File: config.mk
export PLATFORM = sky130hd
export DESIGN_NAME = timer_event_unit_flat
export DESIGN_NICKNAME = d
export VERILOG_FILES = /design/src/rtl/timer_event_unit_if.sv /design/src/rtl/timer_event_unit.sv /design/src/flat_wrapper.sv
export SDC_FILE = /design/constraint.sdc
export NUM_CORES = 1
export LEC_CHECK = 0
export BUFFER_PORTS_ARGS = -buffer_cell sky130_fd_sc_hd__buf_2
export CAP_MARGIN = 20
export CORE_UTILIZATION = 36
export CTS_BUF_LIST = sky130_fd_sc_hd__clkbuf_4
export CTS_CLUSTER_SIZE = 16
export DETAILED_ROUTE_END_ITERATION = 12
export PLACE_DENSITY = 0.71
export SYNTH_ARGS = -nofsm -noshare
export SYNTH_HDL_FRONTEND = slang
export SYNTH_SLANG_ARGS = --single-unit
File: constraint.sdc
create_clock -name clk -period 2 [get_ports clk]
set_input_delay 0.4 -clock clk [delete_from_list [all_inputs] [get_ports clk]]
set_output_delay 0.4 -clock clk [all_outputs]
set_load 0.1 [all_outputs]
File: src/rtl/timer_event_unit_if.sv
// Bus bundle between the timer/counter core, the event unit and the CPU/interrupt side.
// master drives the live count and control; slave (the event unit) returns status.
interface timer_event_unit_if #(
    parameter int unsigned WIDTH     = 16,
    parameter int unsigned OVC_WIDTH = 8
);
    logic [WIDTH-1:0]     count_in;
    logic [WIDTH-1:0]     cmp_val;
    logic                 cmp_en;
    logic                 cap_in;
    logic                 cap_pol;
    logic [2:0]           ie;
    logic [2:0]           clr;
    logic                 tf;
    logic                 cf;
    logic                 capf;
    logic                 cap_ovr;
    logic [WIDTH-1:0]     cap_val;
    logic [OVC_WIDTH-1:0] ovf_cnt;
    logic                 reload_req;
    logic                 irq;

    modport master (
        output count_in, cmp_val, cmp_en, cap_in, cap_pol, ie, clr,
        input  tf, cf, capf, cap_ovr, cap_val, ovf_cnt, reload_req, irq
    );

    modport slave (
        input  count_in, cmp_val, cmp_en, cap_in, cap_pol, ie, clr,
        output tf, cf, capf, cap_ovr, cap_val, ovf_cnt, reload_req, irq
    );
endinterface

File: src/rtl/timer_event_unit.sv
// Overflow / compare-match / pin-capture event detection for a free-running counter,
// with sticky flags, software clears, a saturating overflow count and one interrupt line.
module timer_event_unit #(
    parameter int unsigned WIDTH     = 16,
    parameter int unsigned OVC_WIDTH = 8
) (
    input  logic              clk,
    input  logic              reset,
    timer_event_unit_if.slave evt_if
);
    localparam logic [WIDTH-1:0]     CNT_MAX = {WIDTH{1'b1}};
    localparam logic [WIDTH-1:0]     CNT_ZERO = '0;
    localparam logic [OVC_WIDTH-1:0] OVC_MAX = {OVC_WIDTH{1'b1}};

    logic [WIDTH-1:0]     prev_count_q, prev_count_d;
    logic                 prev_valid_q, prev_valid_d;
    logic                 s1_q, s2_q, s3_q;
    logic                 tf_q, tf_d;
    logic                 cf_q, cf_d;
    logic                 capf_q, capf_d;
    logic                 cap_ovr_q, cap_ovr_d;
    logic [WIDTH-1:0]     cap_val_q, cap_val_d;
    logic [OVC_WIDTH-1:0] ovf_cnt_q, ovf_cnt_d;
    logic                 reload_q, reload_d;
    logic                 irq_q, irq_d;

    logic ovf_ev, cmp_ev, cap_ev, cap_rise, cap_fall;

    // Event detection; prev_valid blocks false events on the first edge after reset.
    always_comb begin
        ovf_ev   = prev_valid_q && (prev_count_q == CNT_MAX) && (evt_if.count_in == CNT_ZERO);
        cmp_ev   = evt_if.cmp_en && prev_valid_q && (evt_if.count_in == evt_if.cmp_val)
                   && (prev_count_q != evt_if.cmp_val);
        cap_rise = s2_q && !s3_q;
        cap_fall = !s2_q && s3_q;
        cap_ev   = evt_if.cap_pol ? cap_rise : cap_fall;
    end

    // Next state: a set in the same cycle as a clear wins.
    always_comb begin
        prev_count_d = evt_if.count_in;
        prev_valid_d = 1'b1;
        tf_d         = ovf_ev || (tf_q && !evt_if.clr[0]);
        cf_d         = cmp_ev || (cf_q && !evt_if.clr[1]);
        capf_d       = cap_ev || (capf_q && !evt_if.clr[2]);
        cap_ovr_d    = (cap_ev && capf_q && !evt_if.clr[2]) || (cap_ovr_q && !evt_if.clr[2]);
        cap_val_d    = cap_ev ? evt_if.count_in : cap_val_q;
        reload_d     = ovf_ev;
        ovf_cnt_d    = ovf_cnt_q;
        if (ovf_ev && (ovf_cnt_q != OVC_MAX)) begin
            ovf_cnt_d = ovf_cnt_q + OVC_WIDTH'(1);
        end
        irq_d        = |({capf_d, cf_d, tf_d} & evt_if.ie);
    end

    always_ff @(posedge clk or negedge reset) begin
        if (!reset) begin
            prev_count_q <= '0;
            prev_valid_q <= 1'b0;
            s1_q         <= 1'b0;
            s2_q         <= 1'b0;
            s3_q         <= 1'b0;
            tf_q         <= 1'b0;
            cf_q         <= 1'b0;
            capf_q       <= 1'b0;
            cap_ovr_q    <= 1'b0;
            cap_val_q    <= '0;
            ovf_cnt_q    <= '0;
            reload_q     <= 1'b0;
            irq_q        <= 1'b0;
        end else begin
            prev_count_q <= prev_count_d;
            prev_valid_q <= prev_valid_d;
            s1_q         <= evt_if.cap_in;
            s2_q         <= s1_q;
            s3_q         <= s2_q;
            tf_q         <= tf_d;
            cf_q         <= cf_d;
            capf_q       <= capf_d;
            cap_ovr_q    <= cap_ovr_d;
            cap_val_q    <= cap_val_d;
            ovf_cnt_q    <= ovf_cnt_d;
            reload_q     <= reload_d;
            irq_q        <= irq_d;
        end
    end

    assign evt_if.tf         = tf_q;
    assign evt_if.cf         = cf_q;
    assign evt_if.capf       = capf_q;
    assign evt_if.cap_ovr    = cap_ovr_q;
    assign evt_if.cap_val    = cap_val_q;
    assign evt_if.ovf_cnt    = ovf_cnt_q;
    assign evt_if.reload_req = reload_q;
    assign evt_if.irq        = irq_q;
endmodule

File: src/flat_wrapper.sv
// flat-port wrapper written by rule: the top's interface ports become plain ports
module timer_event_unit_flat 
#(
    parameter int unsigned WIDTH     = 16,
    parameter int unsigned OVC_WIDTH = 8
)
  (clk, reset, evt_if_count_in, evt_if_cmp_val, evt_if_cmp_en, evt_if_cap_in, evt_if_cap_pol, evt_if_ie, evt_if_clr, evt_if_tf, evt_if_cf, evt_if_capf, evt_if_cap_ovr, evt_if_cap_val, evt_if_ovf_cnt, evt_if_reload_req, evt_if_irq);
  timer_event_unit_if #(.WIDTH(WIDTH), .OVC_WIDTH(OVC_WIDTH)) evt_if_i ();
  input  logic clk;
  input  logic reset;
  input wire logic [$bits(evt_if_i.count_in)-1:0] evt_if_count_in;
  input wire logic [$bits(evt_if_i.cmp_val)-1:0] evt_if_cmp_val;
  input wire logic [$bits(evt_if_i.cmp_en)-1:0] evt_if_cmp_en;
  input wire logic [$bits(evt_if_i.cap_in)-1:0] evt_if_cap_in;
  input wire logic [$bits(evt_if_i.cap_pol)-1:0] evt_if_cap_pol;
  input wire logic [$bits(evt_if_i.ie)-1:0] evt_if_ie;
  input wire logic [$bits(evt_if_i.clr)-1:0] evt_if_clr;
  output wire logic [$bits(evt_if_i.tf)-1:0] evt_if_tf;
  output wire logic [$bits(evt_if_i.cf)-1:0] evt_if_cf;
  output wire logic [$bits(evt_if_i.capf)-1:0] evt_if_capf;
  output wire logic [$bits(evt_if_i.cap_ovr)-1:0] evt_if_cap_ovr;
  output wire logic [$bits(evt_if_i.cap_val)-1:0] evt_if_cap_val;
  output wire logic [$bits(evt_if_i.ovf_cnt)-1:0] evt_if_ovf_cnt;
  output wire logic [$bits(evt_if_i.reload_req)-1:0] evt_if_reload_req;
  output wire logic [$bits(evt_if_i.irq)-1:0] evt_if_irq;
  assign evt_if_i.count_in = evt_if_count_in;
  assign evt_if_i.cmp_val = evt_if_cmp_val;
  assign evt_if_i.cmp_en = evt_if_cmp_en;
  assign evt_if_i.cap_in = evt_if_cap_in;
  assign evt_if_i.cap_pol = evt_if_cap_pol;
  assign evt_if_i.ie = evt_if_ie;
  assign evt_if_i.clr = evt_if_clr;
  assign evt_if_tf = evt_if_i.tf;
  assign evt_if_cf = evt_if_i.cf;
  assign evt_if_capf = evt_if_i.capf;
  assign evt_if_cap_ovr = evt_if_i.cap_ovr;
  assign evt_if_cap_val = evt_if_i.cap_val;
  assign evt_if_ovf_cnt = evt_if_i.ovf_cnt;
  assign evt_if_reload_req = evt_if_i.reload_req;
  assign evt_if_irq = evt_if_i.irq;
  timer_event_unit #(.WIDTH(WIDTH), .OVC_WIDTH(OVC_WIDTH)) u_core (.clk(clk), .reset(reset), .evt_if(evt_if_i));
endmodule
Word level (Yosys, flattened, before mapping)
Cells that the tools add are included.
W data, S select, Z words.
- register bits after elaboration: 50
- word-level logic and storage cells: 45
- input bits: 43
- equal/unequal tests: 4
- add/sub/neg operators: 1
- reduce and logical (&&, ||, !) cells: 25
- multiplexer cells: 1
- bitwise operators: 1
- operators by type and width (kind ; count):
    $eq A16 B16 Y1 ; 1
    $eq A16 B16 Y1 const B ; 1
    $logic_not A16 Y1 ; 1
    $ne A16 B16 Y1 ; 1
    $logic_and A1 B1 Y1 ; 14
    $add A8 B1 Y8 const B ; 1
    $ne A8 B8 Y1 const B ; 1
    $logic_not A1 Y1 ; 5
    $logic_or A1 B1 Y1 ; 4
    $and A3 B3 Y3 ; 1
    $reduce_or A3 Y1 ; 1
    $mux W1 ; 1

Longest topological paths before layout
- word-level depth: 6
- mapped depth: 6
- depth with buffers taken out: 6

Worst setup path before layout
OpenSTA, ideal clock, no wires.
- kind: reg-to-reg
- start point: register u_core.ovf_cnt_q[0], in the netlist u_core.evt_if.ovf_cnt[0]
- end point: register u_core.ovf_cnt_q[1], in the netlist u_core.evt_if.ovf_cnt[1]
- path slack: -391 ps
- required time: 1874 ps
- library setup time: 126 ps
- cell stages (with the launch flop): 6
- arrival time: 2265 ps
- cell sequence: dfrtp_1 > ha_1 > nand3_1 > or3_1 > nand4b_1 > mux2_2
- word-level cells in the longest chain between the ends: 2
- elaborated cells on any way between the ends: 3
- those cells by class: add/sub: 1; eq/ne: 1; reduce/logical: 1
- RTL lines (element ; RTL line ; text):
    from (decl) ; timer_event_unit.sv:23 ; logic [OVC_WIDTH-1:0] ovf_cnt_q, ovf_cnt_d;
    from (signal assigned) ; timer_event_unit.sv:82 ; ovf_cnt_q <= ovf_cnt_d;
    parallel branches: the longest is 2 deep, another holds $add A8 B1 Y8 ; n/a ;
Parallel ways; which one is timed is not known.
A chain may end at the register's enable or synchronous reset.

Worst setup path in the final report
Ends and elaborated chain as after synthesis.

==> results.md <==
* Outcome: finished, final reports clean
* Mapped Avg Cell Area at 10.6 µm²
* Cell count after synthesis at 209
* Critical Path AT at 2130 ps
* First-pass GRT wire length at 8840 µm
* Grt total ovfl at 0
* Fin crit share at 92.8%
* Main combinational cell family by area after synthesis: simple AND/OR/NAND/NOR gates
* GR Util met1 at 23.4%
* FF+latch area at 0.00127 mm²
* Antenna violations before repair at 0
* CP peak stage delay at 460 ps
* Die Y at 80.6 µm
* Drt first pass iters at 4
* DRT iter0 DRCs at 54
* Area of the multi-input gates at 946 µm²
* Worst-path cell chain: ha_1, nand3_1, or3_1, nand4b_1, buf_4, mux2_2
* Via density at 4.82
* Placed cell count at 360
* Slowest CP cell: dfrtp_4
* Simple-gate area share of the yosys netlist at 23.8%
* H-tree depth at 2
* Synth Area in Adders at 0.563%
* CP Capture Type: register
* Critical Path RT at 2280 ps
* Crit path time final at 1860 ps
* Setup TNS at 0 ps
* Post-synthesis mux area share at 0.506%
* Slew HR at 64.5%
* Synth Area in XOR/XNOR at 15.0%
* All-layer global routing usage at 18.4%
* GR met2 Demand/Resource at 28.7%
* Cell Pwr Density at 867 mW/mm²
* Starting density of the core at 37.3%
* Synth cell types at 35
* Critical path peak fanout at 5
* Synth Warn # at 0
* Crit Path Category: reg2reg
* Final Wtd Congestion at 0.888
* Leakage at 1.42 nW
* I/O Buffers at 72
* WL final at 5280 µm
* Root Buffer Master: clkbuf_4
* Number of synthesized register bits at 50
* Layout Cells excl Fill at 371
* HP Class: in2reg
* Share of cells above drive strength 1 at 34.5%
* Vias in the first global route at 1815
* Clk Latency, worst-skew pair at 370 ps
* Residual DRC at 0
* Startpoint types: register
* Via total after detailed routing at 1789
* Top FF cell, synth: dfrtp_1
* Final setup vio count at 0
* Antenna cells at 0
* EDFF count, synth at 0
* Synthesized area at 0.00222 mm²
* Peak Freq at 539 MHz
* RSZ-0062 raised after global routing: no
* Asr flop ratio synth at 100%
* Seq/Total Area, Yosys at 56.3%
* Chip width at 80.6 µm
* Row count at 28
* Core Region at 0.00596 mm²
* CTS tree: yes
* Hpwl dp at 4180 µm
* Die ar. at 0.00649 mm²
* Busiest layer in global routing: met2
* Filler cells at 586
* Max Slew Vio Count at 0
* Critical path's top delay family: simple AND/OR/NAND/NOR gates
* Largest net degree at the start of global routing at 30
* CP bufs+invs at 1
* Final hold vios at 0
* Worst IR Drop VDD at 0.000548 V
* Final worst slack at 145 ps
* Number of buffers created by CTS at 5
* Mapped Nets at 253
* Avg WL per Cell at 14.2 µm
* Complex-gate fraction of the synthesized area at 2.53%
* Pre-CTS setup slack at 41.4 ps
* Final nets at 339
* Reg clk slew, reported paths at 150 ps
* Clock Skew at 20.4 ps
* Ports at 73
* Maximum clock path buffer count at 2
* Clock Sinks at 50
* Slew @ Worst Pin at 532 ps
* Layout area overhead at 28.0%
* GRT met3 Usage at 4.89%
* Antenna viol nets, final at 0
* Max-Cap Viols at 0
==> state kept, by name (all words and copies together) (netlist names) <==
register	cells
u_core.evt_if.cap_ovr	1
u_core.evt_if.cap_val	16
u_core.evt_if.capf	1
u_core.evt_if.cf	1
u_core.evt_if.irq	1
u_core.evt_if.ovf_cnt	8
u_core.evt_if.reload_req	1
u_core.evt_if.tf	1
u_core.prev_count_q	16
u_core.prev_valid_q	1
u_core.s1_q	1
u_core.s2_q	1
u_core.s3_q	1
==> path summary, 6_finish.rpt <==
path                                           from                        to  slack [ps]  depth (start not counted)
max reg2reg                u_core.evt_if.ovf_cnt[0]  u_core.evt_if.ovf_cnt[1]         140                          6
min                                   evt_if_cap_in               u_core.s1_q         140                          1
min in group asynchronous                     reset  u_core.evt_if.reload_req         520                          2
max                        u_core.evt_if.ovf_cnt[0]  u_core.evt_if.ovf_cnt[1]         140                          6
min reg2reg                             u_core.s1_q               u_core.s2_q         360                          0
max in group asynchronous                     reset    u_core.prev_count_q[7]         930                          3
==> cells in the final DEF, fill, tap and decap left out, drive strengths merged, types with 2 or more instances in the layout <==
cell and n:
a21oi 3, and4 2, buf 80, clkbuf 6, clkinv 2, dfrtp 50, inv 4, nand2 55
nand3 6, nand4 7, nor2 8, nor4 10, nor4b 2, nor4bb 2, o21ai 3, or3 2
xnor2 21, xor2 17
==> stage by stage <==
step	hold WS (ps)	instance area, µm²	util, %	power [W]
after floorplan	104	2240	-	0.00170
after global placement	332	2740	46.1	0.00190
after detailed placement	336	2740	46.1	0.00191
after CTS	121	2830	47.5	0.00250
after global routing	98.3	2850	47.8	0.00258
final	139	2850	47.8	0.00247
==> power breakdown <==
group | leakage (nW) | switching [W] | internal, W
logic | 0.771 | 0.000600 | 0.000150
registers | 0.610 | 0.0000434 | 0.00109
clock network | 0.0433 | 0.000311 | 0.000274
total | 1.42 | 0.000955 | 0.00151
==> kinds of logic after synthesis <==
logic type,Yosys count
AND/OR/NAND/NOR,102
flip-flops,50
XOR/XNOR,38
AO/OA/AOI/OAI,9
buffers and inverters,7
adder cells (fa/ha/maj),1
other,1
multiplexers,1
==> layer usage <==
layer,wire length (µm),part of all wire [%],vias to the layer above
met5,0,0,-
met4,159,3.0,0
met3,294,5.6,15
met2,2540,48,58
met1,2280,43,841
li1,-,-,875
==> what timing repair did <==
action | 4_1_cts | 5_1_grt
buffers inserted | 0 | 2
endpoints found under the hold margin | 13 | 0
endpoints found under the setup margin | 0 | 1
gates resized for setup | 0 | 0
hold buffers | 1 | 0
==> synthesized netlist by cell type (2+ instances only) <==
master	n	share of area (%)
xor2_1	17	6.7
clkbuf_1	2	0.34
and4_1	2	0.79
dfrtp_1	50	56
nor4_1	8	2.3
nor4bb_1	2	0.90
inv_1	4	0.68
nor4b_1	2	0.79
nand2_1	55	9.3
nor2_1	8	1.4
o21ai_0	3	0.68
nand4_1	7	2.0
xnor2_1	21	8.3
a21oi_1	2	0.45
nand3_1	6	1.4
==> final cells by class <==
type | instances | area share, %
clock buffer | 6 | 1.58
clock inverter | 2 | 1.19
inverter | 5 | 0.659
multi-input combinational | 152 | 33.2
sequential | 50 | 44.5
tap | 75 | 3.30
timing repair buffer | 81 | 15.6
==> worst reg2reg max path, delay by kind of cell (launching register included) <==
| kind | cells | cell delay (ps) |
|---|---|---|
| buffers and inverters | 1 | 150 |
| AND/OR/NAND/NOR | 3 | 630 |
| adder cells (fa/ha/maj) | 1 | 210 |
| multiplexers | 1 | 310 |
| flip-flops | 1 | 460 |
(Power assumes the default switching activity.)
